[config.mk]
export PLATFORM = sky130hd
export DESIGN_NAME = pico_crypto_mailbox
export DESIGN_NICKNAME = d
export VERILOG_FILES = /design/src/rtl/pico_crypto_mailbox_pkg.sv /design/src/rtl/pico_crypto_mailbox_regfile.sv /design/src/rtl/pico_crypto_mailbox.sv
export SDC_FILE = /design/constraint.sdc
export NUM_CORES = 1
export LEC_CHECK = 0
export CAP_MARGIN = 20
export CORE_MARGIN = 5
export CORE_UTILIZATION = 45
export CTS_BUF_LIST = sky130_fd_sc_hd__clkbuf_4 sky130_fd_sc_hd__clkbuf_8 sky130_fd_sc_hd__clkbuf_16
export CTS_CLUSTER_SIZE = 20
export DETAILED_ROUTE_END_ITERATION = 10
export DONT_BUFFER_PORTS = 1
export GPL_TIMING_DRIVEN = 0
export REMOVE_ABC_BUFFERS = 1
export SETUP_SLACK_MARGIN = 0.1
export SYNTH_ARGS = -nofsm -noshare
export SYNTH_HDL_FRONTEND = slang
export SYNTH_SLANG_ARGS = --single-unit
[constraint.sdc]
create_clock -name clk -period 5.9 [get_ports clk]
set_clock_uncertainty 0.2 [all_clocks]
set_input_delay 1.18 -clock clk [delete_from_list [all_inputs] [get_ports clk]]
set_output_delay 1.18 -clock clk [all_outputs]
set_load 0.01 [all_outputs]
[src/rtl/pico_crypto_mailbox_pkg.sv]
// Shared definitions for the PicoRV32 crypto mailbox.
// Contents: FSM state encoding, register word offsets, and CTRL/STATUS bit positions.
package pico_crypto_mailbox_pkg;

  // Mailbox sequencing states
  typedef enum logic [1:0] {
    ST_IDLE    = 2'd0,
    ST_PENDING = 2'd1,
    ST_FINISH  = 2'd2
  } state_e;

  // Byte offsets inside the 256-byte window
  localparam logic [7:0] OFF_CTRL   = 8'h00;
  localparam logic [7:0] OFF_CYCCNT = 8'h04;
  localparam logic [7:0] OFF_KEY    = 8'h10;
  localparam logic [7:0] OFF_TEXT   = 8'h20;
  localparam logic [7:0] OFF_CIPHER = 8'h30;

  // CTRL/STATUS bit positions
  // DONE (write) shares bit 0 with PENDING (read)
  localparam int CTRL_PENDING_BIT  = 0;
  localparam int CTRL_DONE_BIT     = 0;
  localparam int CTRL_BUSY_BIT     = 1;
  localparam int CTRL_OVERRUN_BIT  = 2;

  // Each field occupies a 16-byte region of up to four 32-bit words
  localparam int MAX_WORDS = 4;

endpackage

[src/rtl/pico_crypto_mailbox_regfile.sv]
// Shadow storage for the crypto mailbox.
// Holds the key and plaintext snapshots and the firmware-written cipher words.
// Provides the byte-strobe write path for the cipher words and the combinational
// word read mux; the top level registers the mux output onto the bus.
module pico_crypto_mailbox_regfile
  import pico_crypto_mailbox_pkg::*;
#(
  parameter int KEY_WIDTH  = 128,
  parameter int TEXT_WIDTH = 128
) (
  input  logic                  clk,
  input  logic                  resetn,
  input  logic                  capture,       // snapshot key/textin, clear cipher
  input  logic                  wr_en,         // accepted bus write this cycle
  input  logic [5:0]            word_addr,     // mem_addr[7:2]
  input  logic [31:0]           wdata,
  input  logic [3:0]            wstrb,
  input  logic [2:0]            ctrl_status,
  input  logic [31:0]           cyccnt,
  input  logic [KEY_WIDTH-1:0]  key,
  input  logic [TEXT_WIDTH-1:0] textin,
  output logic [31:0]           rd_data,
  output logic [TEXT_WIDTH-1:0] cipher_shadow
);

  localparam int KEY_WORDS  = KEY_WIDTH / 32;
  localparam int TEXT_WORDS = TEXT_WIDTH / 32;

  logic [31:0] key_words    [MAX_WORDS];
  logic [31:0] text_words   [MAX_WORDS];
  logic [31:0] cipher_words [MAX_WORDS];

  logic cipher_field_hit;
  assign cipher_field_hit = wr_en && (word_addr[5:2] == OFF_CIPHER[7:4]);

  genvar gi;
  generate
    for (gi = 0; gi < MAX_WORDS; gi++) begin : g_word
      if (gi < KEY_WORDS) begin : g_key
        logic [31:0] key_reg;
        // Key snapshot taken when a start is accepted
        always_ff @(posedge clk or negedge resetn) begin
          if (!resetn)      key_reg <= '0;
          else if (capture) key_reg <= key[32*gi +: 32];
        end
        assign key_words[gi] = key_reg;
      end else begin : g_key_absent
        assign key_words[gi] = '0;
      end

      if (gi < TEXT_WORDS) begin : g_text
        logic [31:0] text_reg;
        logic [31:0] cipher_reg;
        // Plaintext snapshot taken when a start is accepted
        always_ff @(posedge clk or negedge resetn) begin
          if (!resetn)      text_reg <= '0;
          else if (capture) text_reg <= textin[32*gi +: 32];
        end
        // Cipher word: cleared on entering PENDING, otherwise byte-strobe writes
        always_ff @(posedge clk or negedge resetn) begin
          if (!resetn) begin
            cipher_reg <= '0;
          end else if (capture) begin
            cipher_reg <= '0;
          end else if (cipher_field_hit && (word_addr[1:0] == 2'(gi))) begin
            for (int b = 0; b < 4; b++) begin
              if (wstrb[b]) cipher_reg[8*b +: 8] <= wdata[8*b +: 8];
            end
          end
        end
        assign text_words[gi]   = text_reg;
        assign cipher_words[gi] = cipher_reg;
        assign cipher_shadow[32*gi +: 32] = cipher_reg;
      end else begin : g_text_absent
        assign text_words[gi]   = '0;
        assign cipher_words[gi] = '0;
      end
    end
  endgenerate

  // Word read mux; unmapped offsets and words beyond the field width read 0
  always_comb begin
    rd_data = '0;
    if (word_addr == OFF_CTRL[7:2]) begin
      rd_data = {29'd0, ctrl_status};
    end else if (word_addr == OFF_CYCCNT[7:2]) begin
      rd_data = cyccnt;
    end else if (word_addr[5:2] == OFF_KEY[7:4]) begin
      rd_data = key_words[word_addr[1:0]];
    end else if (word_addr[5:2] == OFF_TEXT[7:4]) begin
      rd_data = text_words[word_addr[1:0]];
    end else if (word_addr[5:2] == OFF_CIPHER[7:4]) begin
      rd_data = cipher_words[word_addr[1:0]];
    end
  end

endmodule

[src/rtl/pico_crypto_mailbox.sv]
// PicoRV32 native-bus mailbox that lets firmware stand in for the CW305 crypto core.
// A start pulse snapshots key/textin; firmware reads them, writes the cipher
// words and sets CTRL.DONE, after which cipherout is updated and done pulses.
// Optional build macro: MAILBOX_CYCCNT_EN adds a saturating PENDING-cycle counter
// at offset 0x04 (reads 0 when the macro is undefined).
// KEY_WIDTH and TEXT_WIDTH must be multiples of 32 no larger than 128.
module pico_crypto_mailbox
  import pico_crypto_mailbox_pkg::*;
#(
  parameter logic [31:0] BASE_ADDR  = 32'h2000_0000,
  parameter int          KEY_WIDTH  = 128,
  parameter int          TEXT_WIDTH = 128
) (
  input  logic                  clk,
  input  logic                  resetn,
  input  logic                  mem_valid,
  input  logic [31:0]           mem_addr,
  input  logic [31:0]           mem_wdata,
  input  logic [3:0]            mem_wstrb,
  output logic                  mem_ready,
  output logic [31:0]           mem_rdata,
  output logic                  sel,
  input  logic                  start,
  input  logic [KEY_WIDTH-1:0]  key,
  input  logic [TEXT_WIDTH-1:0] textin,
  output logic [TEXT_WIDTH-1:0] cipherout,
  output logic                  done,
  output logic                  busy,
  output logic                  irq
);

  state_e                state_reg, state_next;
  logic                  mem_ready_reg;
  logic [31:0]           mem_rdata_reg;
  logic                  overrun_reg;
  logic                  done_reg;
  logic [TEXT_WIDTH-1:0] cipherout_reg;
  logic [31:0]           cyccnt;
  logic [31:0]           rd_data;
  logic [TEXT_WIDTH-1:0] cipher_shadow;
  logic [2:0]            ctrl_status;

  logic bus_hit, wr_hit, ctrl_wr, done_wr, overrun_clr;
  logic start_accept, start_overrun;
  logic unused_addr_bits;

  assign unused_addr_bits = ^mem_addr[1:0];

  // Address decode is purely combinational so the system read mux can use it
  assign sel = (mem_addr[31:8] == BASE_ADDR[31:8]);

  // A hit is taken only when no acknowledge is outstanding, so a held request
  // is acknowledged every other cycle
  assign bus_hit     = mem_valid && sel && !mem_ready_reg;
  assign wr_hit      = bus_hit && (mem_wstrb != 4'b0000);
  assign ctrl_wr     = wr_hit && mem_wstrb[0] && (mem_addr[7:2] == OFF_CTRL[7:2]);
  assign done_wr     = ctrl_wr && mem_wdata[CTRL_DONE_BIT];
  assign overrun_clr = ctrl_wr && mem_wdata[CTRL_OVERRUN_BIT];

  assign start_accept  = start && (state_reg == ST_IDLE);
  assign start_overrun = start && (state_reg != ST_IDLE);

  // busy/irq stay up through FINISH and fall together with the done pulse edge
  assign busy = (state_reg != ST_IDLE);
  assign irq  = (state_reg != ST_IDLE);

  assign mem_ready = mem_ready_reg;
  assign mem_rdata = mem_rdata_reg;
  assign done      = done_reg;
  assign cipherout = cipherout_reg;

  // Status word seen at CTRL reads
  always_comb begin
    ctrl_status = '0;
    ctrl_status[CTRL_PENDING_BIT]  = (state_reg == ST_PENDING);
    ctrl_status[CTRL_BUSY_BIT]     = busy;
    ctrl_status[CTRL_OVERRUN_BIT]  = overrun_reg;
  end

  // Next-state logic; a DONE write outside PENDING has no effect
  always_comb begin
    state_next = state_reg;
    case (state_reg)
      ST_IDLE:    if (start)   state_next = ST_PENDING;
      ST_PENDING: if (done_wr) state_next = ST_FINISH;
      ST_FINISH:               state_next = ST_IDLE;
      default:                 state_next = ST_IDLE;
    endcase
  end

  // State register
  always_ff @(posedge clk or negedge resetn) begin
    if (!resetn) state_reg <= ST_IDLE;
    else         state_reg <= state_next;
  end

  // Bus acknowledge and read data; read data is sampled before this edge's writes land
  always_ff @(posedge clk or negedge resetn) begin
    if (!resetn) begin
      mem_ready_reg <= 1'b0;
      mem_rdata_reg <= '0;
    end else begin
      mem_ready_reg <= bus_hit;
      if (bus_hit) mem_rdata_reg <= rd_data;
    end
  end

  // Sticky OVERRUN; a coincident start wins over a firmware clear
  always_ff @(posedge clk or negedge resetn) begin
    if (!resetn)            overrun_reg <= 1'b0;
    else if (start_overrun) overrun_reg <= 1'b1;
    else if (overrun_clr)   overrun_reg <= 1'b0;
  end

  // Completion: publish the cipher shadow and pulse done while leaving FINISH
  always_ff @(posedge clk or negedge resetn) begin
    if (!resetn) begin
      done_reg      <= 1'b0;
      cipherout_reg <= '0;
    end else begin
      done_reg <= (state_reg == ST_FINISH);
      if (state_reg == ST_FINISH) cipherout_reg <= cipher_shadow;
    end
  end

`ifdef MAILBOX_CYCCNT_EN
  logic [31:0] cyccnt_reg;
  // Firmware latency counter: cleared on entry, counts PENDING cycles, saturates
  always_ff @(posedge clk or negedge resetn) begin
    if (!resetn) begin
      cyccnt_reg <= '0;
    end else if (start_accept) begin
      cyccnt_reg <= '0;
    end else if ((state_reg == ST_PENDING) && (cyccnt_reg != 32'hFFFF_FFFF)) begin
      cyccnt_reg <= cyccnt_reg + 32'd1;
    end
  end
  assign cyccnt = cyccnt_reg;
`else
  assign cyccnt = '0;
`endif

  pico_crypto_mailbox_regfile #(
    .KEY_WIDTH  (KEY_WIDTH),
    .TEXT_WIDTH (TEXT_WIDTH)
  ) u_regfile (
    .clk           (clk),
    .resetn        (resetn),
    .capture       (start_accept),
    .wr_en         (wr_hit),
    .word_addr     (mem_addr[7:2]),
    .wdata         (mem_wdata),
    .wstrb         (mem_wstrb),
    .ctrl_status   (ctrl_status),
    .cyccnt        (cyccnt),
    .key           (key),
    .textin        (textin),
    .rd_data       (rd_data),
    .cipher_shadow (cipher_shadow)
  );

endmodule

==> flow_metrics.tcl <==
set metrics [dict create \
    total_leakage_power_nw 14.3 \
    layout-drive-gt1-share_pct 12.0 \
    syn_area_sq_um 24500 \
    drv_slew 236 \
    synthMostInstantiatedCell "sky130_fd_sc_hd__nand2_1" \
    cap_viol_max_count 0 \
    die_height_um 243 \
    routed_wl_um 71900 \
    critPathLaunchType "input port" \
    vdd_ir_drop_max_uv 256 \
    fmaxAchievable_ghz 0.241 \
    layout_min_cycle_time_ns 4.14 \
    powerDensity_nw_per_um2 344 \
    min_period_over_period_pct 70.2 \
    yosys.cell_types.count 45 \
    layoutNonFillerInstCount 3144 \
    clock_path_buffers 3 \
    cts_setup_buffers 0 \
    dp_hpwl_um 47600 \
    io_buffer_count 0 \
    antenna_violations_before_repair 8 \
    timing.final.hold_violations 0 \
    synth_top_family_by_area "simple AND/OR/NAND/NOR gates" \
    tritoncts "done" \
    cp-end-kind "output pin" \
    start_util_pct 45.5 \
    worstPathArrival_ns 2.76 \
    synth_simple_gate_area_share_pct 23.3 \
    synth_adder_area_share_pct 0 \
    drt_first_pass_iters 6 \
    post_synth_top_cells "sky130_fd_sc_hd__nand2_1, sky130_fd_sc_hd__dfrtp_1, sky130_fd_sc_hd__mux2i_1, sky130_fd_sc_hd__clkbuf_1, sky130_fd_sc_hd__mux4_2" \
    synth_cells 2468 \
    clk_latency_ns 0.61 \
    cts_sinks 549 \
    holdBufCountCts 0 \
    slew_headroom_pct -33.8 \
    global_route.usage.total_pct 23.8 \
    grt_pass1_vias 18005 \
    yosys.area.top_type_share_pct 56.1 \
    routabilityCongestion 0.815 \
    cts_root_buffer "sky130_fd_sc_hd__clkbuf_16" \
    die-width_um 243 \
    yosys.area.top_type "sky130_fd_sc_hd__dfrtp_1" \
    nNetsFinal 2721 \
    cts_resized 0 \
    route.vias.total 17504 \
    outcome "complete, but fails checks" \
    worst_setup_hold_path_clk_slew_ns 0.06 \
    failing_checks "slew limit" \
    most_common_flop_cell_mapped_by_yosys "sky130_fd_sc_hd__dfrtp_1" \
    grt_setup_unrepaired "no" \
    postLayoutCellArea_sq_um 27300 \
    post-layout-total-power_mw 9.40 \
    boundaryPins 493 \
    area_growth_syn_to_layout_pct 11.6 \
    overall_die_area_sq_um 59200 \
    postSynth.asyncResetShare_pct 100 \
    htreeDepth 2 \
    ys_ff_latch 549 \
    synth_compound_area_share_pct 2.08 \
    yosys-mux-area-fraction_pct 15.4 \
    remaining_drcs 0 \
    worstPathMaxFanout 34 \
    edff_count_synth 0 \
    place_area_sq_um 25200 \
    dp.cells 3028 \
    detail-route-antenna-nets 0 \
    grt.overflow.total 0 \
    hp-class "input port to async pin" \
    core-area_sq_um 53800 \
    wl_per_cell_um 22.9 \
    final-setup-viol-count 0 \
    yosysWarnings 0 \
    post_synth_main_area_contributors "sky130_fd_sc_hd__dfrtp_1, sky130_fd_sc_hd__nand2_1, sky130_fd_sc_hd__mux4_2" \
    cts_made_buffers 59 \
    required_ns 4.52 \
    grt_pass1_wl_um 110000 \
    grt_start_max_net_pins 550 \
    seq_area_frac_synth_pct 56.1 \
    synth.avg_cell_area_sq_um 9.92 \
    drt_first_iter_violations 1619 \
    r2r_cells 4 \
    worst-slew-pin-transition_ns 2.01 \
    viasPerCell 5.57 \
    synth_xor_xnor_area_share_pct 0 \
    placementRows 85 \
    type_of_the_worst_setup_path "input port to output pin" \
]
==> worst max-delay path, stage by stage <==
cell and delay (ns):
sky130_fd_sc_hd__nor4_4 0.32, sky130_fd_sc_hd__nand4_4 0.75, sky130_fd_sc_hd__nor2_1 0.49
==> where the power goes <==
part | internal, mW | switching (mW) | total (mW)
clock network | 2.46 | 1.52 | 3.98
logic | 0.463 | 0.453 | 0.916
registers | 4.25 | 0.252 | 4.50
==> metrics by stage <==
stage	hold slack (ns)	utilization, %	TNS, ns	worst slack [ns]
floorplan	0.240	-	-925.09	-3.14
CTS	0.0449	50.7	0	1.72
global route	0.0487	50.8	0	1.67
finish	0.0877	50.8	0	1.76
global placement	0.253	45.9	-3118.73	-7.41
detailed placement	0.258	46.8	0	1.49
==> cell families (layout without fill, tap and decap cells) <==
| family | Yosys count | after routing |
|---|---|---|
| other | 0 | 6 |
| multiplexers | 254 | 254 |
| AO/OA/AOI/OAI | 66 | 66 |
| AND/OR/NAND/NOR | 1411 | 1411 |
| buffers and inverters | 188 | 162 |
| flip-flops | 549 | 549 |
==> layout by cell type (no fill, tap or decap), types with 2 or more instances in the layout <==
cell,count
sky130_fd_sc_hd__a22o_1,5
sky130_fd_sc_hd__mux2i_1,131
sky130_fd_sc_hd__clkinv_2,8
sky130_fd_sc_hd__nor3b_2,2
sky130_fd_sc_hd__and2_0,4
sky130_fd_sc_hd__nor4b_2,3
sky130_fd_sc_hd__clkbuf_4,13
sky130_fd_sc_hd__nand3_1,8
sky130_fd_sc_hd__nand4_2,12
sky130_fd_sc_hd__diode_2,6
sky130_fd_sc_hd__clkbuf_8,20
sky130_fd_sc_hd__buf_6,3
sky130_fd_sc_hd__nor2b_1,5
sky130_fd_sc_hd__nand4_1,26
sky130_fd_sc_hd__a22oi_1,2
sky130_fd_sc_hd__buf_16,10
sky130_fd_sc_hd__inv_1,29
sky130_fd_sc_hd__o31ai_1,26
sky130_fd_sc_hd__mux2_2,27
sky130_fd_sc_hd__mux4_2,96
sky130_fd_sc_hd__nor3_2,2
sky130_fd_sc_hd__nor4_1,3
sky130_fd_sc_hd__nor4_4,4
sky130_fd_sc_hd__dfrtp_1,549
sky130_fd_sc_hd__buf_4,5
sky130_fd_sc_hd__nor2_1,4
sky130_fd_sc_hd__nand2_1,1322
sky130_fd_sc_hd__buf_12,3
sky130_fd_sc_hd__bufinv_16,6
sky130_fd_sc_hd__clkbuf_16,61
sky130_fd_sc_hd__o211ai_1,27
==> cell type report <==
| type | count | area (sq um) |
|---|---|---|
| fillers | 4846 | 26500 |
| inverters | 31 | 121 |
| diodes | 6 | 15.0 |
| clock inverters | 16 | 236 |
| well taps | 696 | 871 |
| clock buffers | 94 | 1900 |
| flip-flops and latches | 549 | 13700 |
| multi-input cells | 1731 | 10000 |
| repair buffers | 21 | 407 |
==> final timing paths <==
kind	slack, ns	start	to
worst max-delay path	1.76	mem_addr[20]	sel
worst min-delay path	0.09	resetn	u_regfile.g_word[0].g_text.text_reg[10]
worst max register to register	2.90	mem_ready	mem_rdata[19]
worst min register to register	0.27	u_regfile.g_word[2].g_text.text_reg[22]	u_regfile.g_word[2].g_text.text_reg[22]
max in group asynchronous	3.83	resetn	u_regfile.g_word[2].g_key.key_reg[13]
min in group clk	0.27	u_regfile.g_word[2].g_text.text_reg[22]	u_regfile.g_word[2].g_text.text_reg[22]
==> metal layers <==
layer  vias to the layer above  global-route usage (%)  routed length (um)
li1                       7897                       -                   -
met1                      8817                    31.6               29000
met2                       643                    37.5               34300
met3                       143                    7.33                6260
met4                         4                    8.13                2260
met5                         -                       0                  23
No activity file was read; power rests on OpenSTA's default activity.
